File: config.mk
export PLATFORM = sky130hd
export DESIGN_NAME = m_fetch_buffer_unit
export DESIGN_NICKNAME = d
export VERILOG_FILES = /design/src/rtl/m_fetch_buffer_unit.sv
export SDC_FILE = /design/constraint.sdc
export NUM_CORES = 1
export LEC_CHECK = 0
export BUFFER_PORTS_ARGS = -buffer_cell sky130_fd_sc_hd__clkbuf_2
export CAP_MARGIN = 15
export CORE_MARGIN = 3
export CORE_UTILIZATION = 35
export CTS_CLUSTER_DIAMETER = 40
export DETAILED_ROUTE_END_ITERATION = 16
export GPL_TIMING_DRIVEN = 0
export PLACE_DENSITY_LB_ADDON = 0.3
export SLEW_MARGIN = 20
export SYNTH_ARGS = -nofsm -noshare
export SYNTH_HDL_FRONTEND = slang
export SYNTH_SLANG_ARGS = --single-unit
File: constraint.sdc
create_clock -name clk -period 4.4 [get_ports clk]
set_clock_uncertainty 0.1 [all_clocks]
set_input_delay 0.88 -clock clk [delete_from_list [all_inputs] [get_ports clk]]
set_output_delay 0.88 -clock clk [all_outputs]
set_load 0.01 [all_outputs]
File: src/rtl/m_fetch_buffer_unit.sv
// Fetch unit: owns the fetch PC, keeps up to DEPTH MMU requests in flight and queues returned
// instructions for decode. Optional per-entry fault tracking under `FETCH_FAULT_EN.
module m_fetch_buffer_unit #(
  parameter int unsigned     XLEN     = 32,
  parameter int unsigned     DEPTH    = 4,
  parameter logic [XLEN-1:0] RESET_PC = 32'h8000_0000
) (
  input  logic            clk,
  input  logic            rst_n,
  input  logic            if_stall_in,
  input  logic            csr_pc_req_in,
  input  logic [XLEN-1:0] csr_pc_in,
  input  logic            exe_pc_req_in,
  input  logic [XLEN-1:0] exe_pc_in,
  output logic            i_req,
  output logic [XLEN-1:0] i_vaddr,
  input  logic            i_gnt,
  output logic            i_kill,
  input  logic            i_rvalid,
  input  logic [XLEN-1:0] i_paddr,
`ifdef FETCH_FAULT_EN
  input  logic            i_fault_in,
  output logic            dec_fault_o,
`endif
  output logic            dec_valid_o,
  input  logic            dec_ready_in,
  output logic [XLEN-1:0] instruction_o,
  output logic [XLEN-1:0] dec_pc_o
);

  localparam int unsigned PW = $clog2(DEPTH);
  localparam int unsigned CW = $clog2(DEPTH + 1);

  typedef logic [PW-1:0] ptr_t;
  typedef logic [CW-1:0] cnt_t;

  logic [XLEN-1:0] pc_q, pc_d;
  ptr_t            head_q, head_d, alloc_q, alloc_d, fill_q, fill_d;
  cnt_t            reserved_q, reserved_d, pending_q, pending_d, drop_q, drop_d;
  logic [XLEN-1:0] ent_pc_q   [DEPTH];
  logic [XLEN-1:0] ent_pc_d   [DEPTH];
  logic [XLEN-1:0] ent_data_q [DEPTH];
  logic [XLEN-1:0] ent_data_d [DEPTH];
  logic [DEPTH-1:0] ent_full_q, ent_full_d;
`ifdef FETCH_FAULT_EN
  logic [DEPTH-1:0] ent_fault_q, ent_fault_d;
  logic             fault_halt_q, fault_halt_d;
`endif

  logic            redirect;
  logic [XLEN-1:0] redirect_pc;
  logic            credit_ok;
  logic            grant;
  logic            pop;
  logic            drop_rsp;
  logic            fill;

  always_comb begin
    redirect    = csr_pc_req_in | exe_pc_req_in;
    redirect_pc = csr_pc_req_in ? csr_pc_in : exe_pc_in;
    credit_ok   = ({1'b0, reserved_q} + {1'b0, drop_q}) < (CW + 1)'(DEPTH);
    i_req       = rst_n && !if_stall_in && !redirect && credit_ok;
`ifdef FETCH_FAULT_EN
    i_req       = i_req && !fault_halt_q;
`endif
    i_vaddr     = i_req ? pc_q : '0;
    i_kill      = redirect;
    grant       = i_req && i_gnt;
    dec_valid_o = ent_full_q[head_q] && !redirect;
    pop         = dec_valid_o && dec_ready_in;
    // Every response in a redirect cycle belongs to the old path.
    drop_rsp    = i_rvalid && (redirect || (drop_q != '0));
    fill        = i_rvalid && !drop_rsp;
    instruction_o = ent_data_q[head_q];
    dec_pc_o      = ent_pc_q[head_q];
`ifdef FETCH_FAULT_EN
    dec_fault_o   = ent_fault_q[head_q];
`endif
  end

  always_comb begin
    pc_d       = pc_q;
    head_d     = head_q;
    alloc_d    = alloc_q;
    fill_d     = fill_q;
    reserved_d = reserved_q;
    pending_d  = pending_q;
    drop_d     = drop_q;
    ent_pc_d   = ent_pc_q;
    ent_data_d = ent_data_q;
    ent_full_d = ent_full_q;
`ifdef FETCH_FAULT_EN
    ent_fault_d  = ent_fault_q;
    fault_halt_d = fault_halt_q;
`endif
    if (redirect) begin
      pc_d       = {redirect_pc[XLEN-1:2], 2'b00};
      ent_full_d = '0;
      alloc_d    = head_q;
      fill_d     = head_q;
      reserved_d = '0;
      pending_d  = '0;
      // Outstanding old-path requests become drops, minus one returning right now.
      drop_d     = drop_q + pending_q - cnt_t'(i_rvalid);
`ifdef FETCH_FAULT_EN
      fault_halt_d = 1'b0;
`endif
    end else begin
      if (grant) begin
        ent_pc_d[alloc_q]   = pc_q;
        ent_full_d[alloc_q] = 1'b0;
        alloc_d             = alloc_q + ptr_t'(1);
        pc_d                = pc_q + XLEN'(4);
      end
      if (fill) begin
        ent_data_d[fill_q] = i_paddr;
        ent_full_d[fill_q] = 1'b1;
        fill_d             = fill_q + ptr_t'(1);
`ifdef FETCH_FAULT_EN
        ent_fault_d[fill_q] = i_fault_in;
        if (i_fault_in) fault_halt_d = 1'b1;
`endif
      end
      if (drop_rsp) drop_d = drop_q - cnt_t'(1);
      if (pop) begin
        ent_full_d[head_q] = 1'b0;
        head_d             = head_q + ptr_t'(1);
      end
      reserved_d = reserved_q + cnt_t'(grant) - cnt_t'(pop);
      pending_d  = pending_q + cnt_t'(grant) - cnt_t'(fill);
    end
  end

  always_ff @(posedge clk or negedge rst_n) begin
    if (!rst_n) begin
      pc_q       <= RESET_PC;
      head_q     <= '0;
      alloc_q    <= '0;
      fill_q     <= '0;
      reserved_q <= '0;
      pending_q  <= '0;
      drop_q     <= '0;
      ent_full_q <= '0;
      for (int unsigned i = 0; i < DEPTH; i++) begin
        ent_pc_q[i]   <= '0;
        ent_data_q[i] <= '0;
      end
`ifdef FETCH_FAULT_EN
      ent_fault_q  <= '0;
      fault_halt_q <= 1'b0;
`endif
    end else begin
      pc_q       <= pc_d;
      head_q     <= head_d;
      alloc_q    <= alloc_d;
      fill_q     <= fill_d;
      reserved_q <= reserved_d;
      pending_q  <= pending_d;
      drop_q     <= drop_d;
      ent_full_q <= ent_full_d;
      ent_pc_q   <= ent_pc_d;
      ent_data_q <= ent_data_d;
`ifdef FETCH_FAULT_EN
      ent_fault_q  <= ent_fault_d;
      fault_halt_q <= fault_halt_d;
`endif
    end
  end

endmodule

Yosys cells after proc, flatten, opt, wreduce, memory -nomap -nowiden
Index checks and enable logic that the tools add are counted.
Storage, ports and cells
  flip-flop bits (word level): 307
  input bits: 104
Operators by class
  $add $sub $neg: 12
  order comparisons: 12
  mux-type cells: 38
  bitwise logic cells: 10
  reductions and logical operators: 24
Operators by type and width (count)
  $mux 32: 10
  $bwmux 128: 2
  $bmux 32 s2: 2
  $demux 32 s2: 2
  $add 32x3->32 const B: 1
  $mux 4: 6
  $logic_and 1x1->1: 13
  $mux 3: 4
  $ge 3x3->1 const B: 3
  $lt 2x3->1 const B: 3
  $not 2->3: 3
  $sub 3x1->3: 3
  $and 4x4->4: 2
  $mux 2: 4
  $not 4->4: 2
  $add 2x1->2 const B: 3
  $add 3x1->3: 2
  $demux 1 s2: 3
  $ge 2x1->1 const B: 3
  $lt 3x1->1 const B: 2
  $reduce_and 2->1: 3
  $reduce_bool 2->1: 3
  $add 3x3->4: 1
  $lt 4x3->1 const B: 1
  10 further kinds: 15

Depth between registers and ports, before layout
  depth in word-level cells: 14
  gate-level depth with buffers: 13
  gate-level depth less buffers: 12

Least setup slack after synthesis
OpenSTA, ideal clock, no wires.
  path type: input-to-output
  start point: input port csr_pc_req_in
  end point: output port i_vaddr[22]
  data arrival time: 2527 ps
  data required time: 3420 ps
  path slack: 893 ps
  stages on the path: 5
  buffers on the path: 2
  cell sequence: buf_2 or4b_4 nor3_4 clkbuf_1 and2_1
On the way
  cells in the longest elaborated chain, start to end: 5
Ends and longest elaborated chain
  start, declared: RTL line 11  | input logic csr_pc_req_in,
  $or 1x1->1: RTL line 59  | redirect = csr_pc_req_in | exe_pc_req_in;
  $logic_not 1->1: RTL line 62  | i_req = rst_n && !if_stall_in && !redirect && credit_ok;
  $logic_and 1x1->1 (2 in a row): RTL line 62
  net i_req: RTL line 15  | output logic i_req,
  $mux 32: RTL line 66  | i_vaddr = i_req ? pc_q : '0;
  end, declared: RTL line 16  | output logic [XLEN-1:0] i_vaddr,
The timed path passes the listed nets, and every way through them passes these cells.

Worst setup path in the final report
  start point: input port rst_n
  end point: output port i_vaddr[8]
On the way
  cells in the longest elaborated chain, start to end: 4
Ends and longest elaborated chain
  start, declared: RTL line 9  | input logic rst_n,
  $logic_and 1x1->1 (3 in a row): RTL line 62
  $mux 32: RTL line 66
Every way passes these cells.

==> reports/summary.txt <==
vias per std cell: 5.144
Sink Count: 297
CTS tree: built
Worst VDD drop: 0.3044 mV
RSZ-0062 raised after global routing: false
min Tclk post-route: 4.168 ns
Final Hold Fails: 0
Final Setup Violations: 0
Reg2Reg Setup Slack: 1.09 ns
CTS root buf: clkbuf_16
CP max FO: 51
Hold/Removal Path Class: in2async
die height: 211.5 µm
Post-synth EDFFs: 0
Rel. slew slack: 34.16%
yosys warns: 0
antenna cell count: 0
max cap viols: 0
Initial Utilization: 35.78%
Worst-Margin Slew: 0.9785 ns
sequential share of the synthesized area: 50.31%
Core Rows: 74
fin crit share: 94.73%
DRT Wirelength: 38320 µm
Hold-fix buffers, CTS: 0
Required @ worst endpoint: 3.42 ns
DRT Pass-1 Iters: 5
worst skew pair latency: 0.58 ns
Critical Path End Type: output port
largest net degree at the start of global routing: 94
Mapped Avg Cell Area: 14.07 µm²
Placed Cells: 1779
Post-Layout Cell Count: 1877
Port Buffers: 191
crit path DAT: 3.19 ns
Primary FF master, synth: dfrtp_1
synth unique cells: 54
DRC Markers: 0
run status: finished, final reports clean
die footprint: 44710 µm²
nets: 1436
layout cell share with drive strength beyond 1: 47.14%
1st-iter DRT viols: 520
number of synthesized register bits: 297
initial antenna violation count: 1
Mapped Cells: 1050
post-DR wirelength/cell: 20.42 µm
fmax: 0.2399 GHz
final setup margin: 0.2319 ns
Post-synth ARST share: 100.0%
WS Path Type: in2out
P&R area growth vs syn: 24.18%
vias in the first global route: 10300
PD cells: 498.7 nW/µm²
dpl hpwl: 26100 µm
RD Place Congestion: 0.8107
worst-case clock buffer depth: 3
Worst Setup Slack post-DPL: -0.3882 ns
H-tree levels: 2
Core ar.: 41290 µm²
# IOs: 203
max-slew violation count: 0
via count: 9655
Reg clk slew, reported paths: 0.05 ns
first-pass GRT wire length: 60230 µm
Hold Slack: 0.1267 ns
reg2reg start: drop_q[2]
Antenna Nets Post-Route: 0
Num CTS Buffers: 52
Congestion Overflow GR: 0
Netlist Area Pre-Place: 14770 µm²
CP startpoint: rst_n
gr usage total: 17.38%
crit path launch type: input pin
Pleak: 9.173 nW
die width: 211.5 µm
[layout by cell type (no fill, tap or decap), types with 24 or more instances in the layout]
master     count
and2_1        35
clkbuf_1      41
clkbuf_16     52
clkbuf_2     196
dfrtp_1      296
ha_1          24
mux2_2       136
mux2_4       108
mux4_2        63
nand2_1       53
[per-stage QoR]
stage               setup TNS (ns)  total power, W  utilization (%)  cell area, µm²
global route                     0        0.009581            44.43           18350
global placement          -2113.34        0.005129            39.73           16410
detailed placement          -9.911        0.005179            39.95           16500
finish                           0        0.009150            44.43           18350
floorplan                        0        0.004491                -           14790
CTS                              0        0.009265            44.40           18330
[cells by family (layout without fill, tap and decap cells)]
group / Yosys count / in the layout / share of synthesized area [%]
AO/OA/AOI/OAI: 94 / 94 / 4.065
adder cells (fa/ha/maj): 27 / 27 / 2.439
AND/OR/NAND/NOR: 191 / 191 / 7.207
flip-flops: 297 / 297 / 50.31
other: 1 / 4 / 0.02538
multiplexers: 311 / 311 / 31.22
XOR/XNOR: 21 / 21 / 1.245
buffers and inverters: 108 / 400 / 3.489
[timing repair]
action / CTS / global route
cloned: 1 / 0
resized for setup: 6 / 10
endpoints found under the setup margin: 36 / 43
buffers inserted: 3 / 0
pin swaps: 1 / 0
[cell usage after synthesis (12+ instances only)]
master	n	share of area, %
a211oi_1	16	0.81
buf_6	12	0.91
nor2_1	23	0.58
and2_1	35	1.5
a21oi_1	22	0.75
buf_1	28	0.71
mux4_2	63	9.6
o21ai_0	23	0.78
nand3_1	13	0.44
inv_1	19	0.48
nand4_1	14	0.59
mux2_4	108	11
dfrtp_1	296	50
ha_1	24	2.0
xnor2_1	15	0.89
nand2_1	53	1.3
mux2_2	136	10
clkbuf_1	39	0.99
[final timing paths]
kind | cells past startpoint | end
min in group clk | 2 | ent_pc_q[20]
worst max register to register | 13 | pending_q[2]
worst min register to register | 2 | ent_pc_q[20]
max in group asynchronous | 3 | ent_data_q[88]
worst max-delay path | 8 | i_vaddr[8]
worst min-delay path | 1 | ent_pc_q[108]
[area by class of cell]
class | instances | area (µm²)
fillers | 3784 | 22950
repair buffers | 198 | 1104
clock inverters | 31 | 350.3
inverters | 21 | 78.83
clock buffers | 63 | 1413
multi-input cells | 648 | 6837
flip-flops and latches | 297 | 7433
plain buffers | 87 | 465.4
well taps | 532 | 665.6
[worst max-delay path, stage by stage]
cell	delay (ns)
buf_8	0.31
buf_16	0.26
or4b_4	0.55
nor3_4	0.30
buf_4	0.19
clkbuf_1	0.24
and2_1	0.21
clkbuf_2	0.14
[metal layers]
metal | wire (µm) | vias to the layer above | track usage [%]
met1 | 17420 | 4968 | 24.14
met5 | 8 | - | 0
met4 | 937 | 2 | 5.219
li1 | - | 4355 | -
met3 | 2096 | 68 | 4.046
met2 | 17860 | 262 | 27.28
[sequential cells by signal, indices dropped and copies added (netlist names)]
register and cells:
ent_data_q 128, ent_pc_q 120, pc_q 30, ent_full_q 4, drop_q 3, pending_q 3
reserved_q 3, alloc_q 2, fill_q 2, head_q 2
[where the power goes]
group | switching (W) | total [W] | internal, W | leakage (nW)
logic | 0.000831 | 0.00177 | 0.000940 | 4.32
registers | 0.000222 | 0.00336 | 0.00313 | 3.99
clock network | 0.00143 | 0.00402 | 0.00259 | 0.861
No activity file was read; power rests on OpenSTA's default activity.
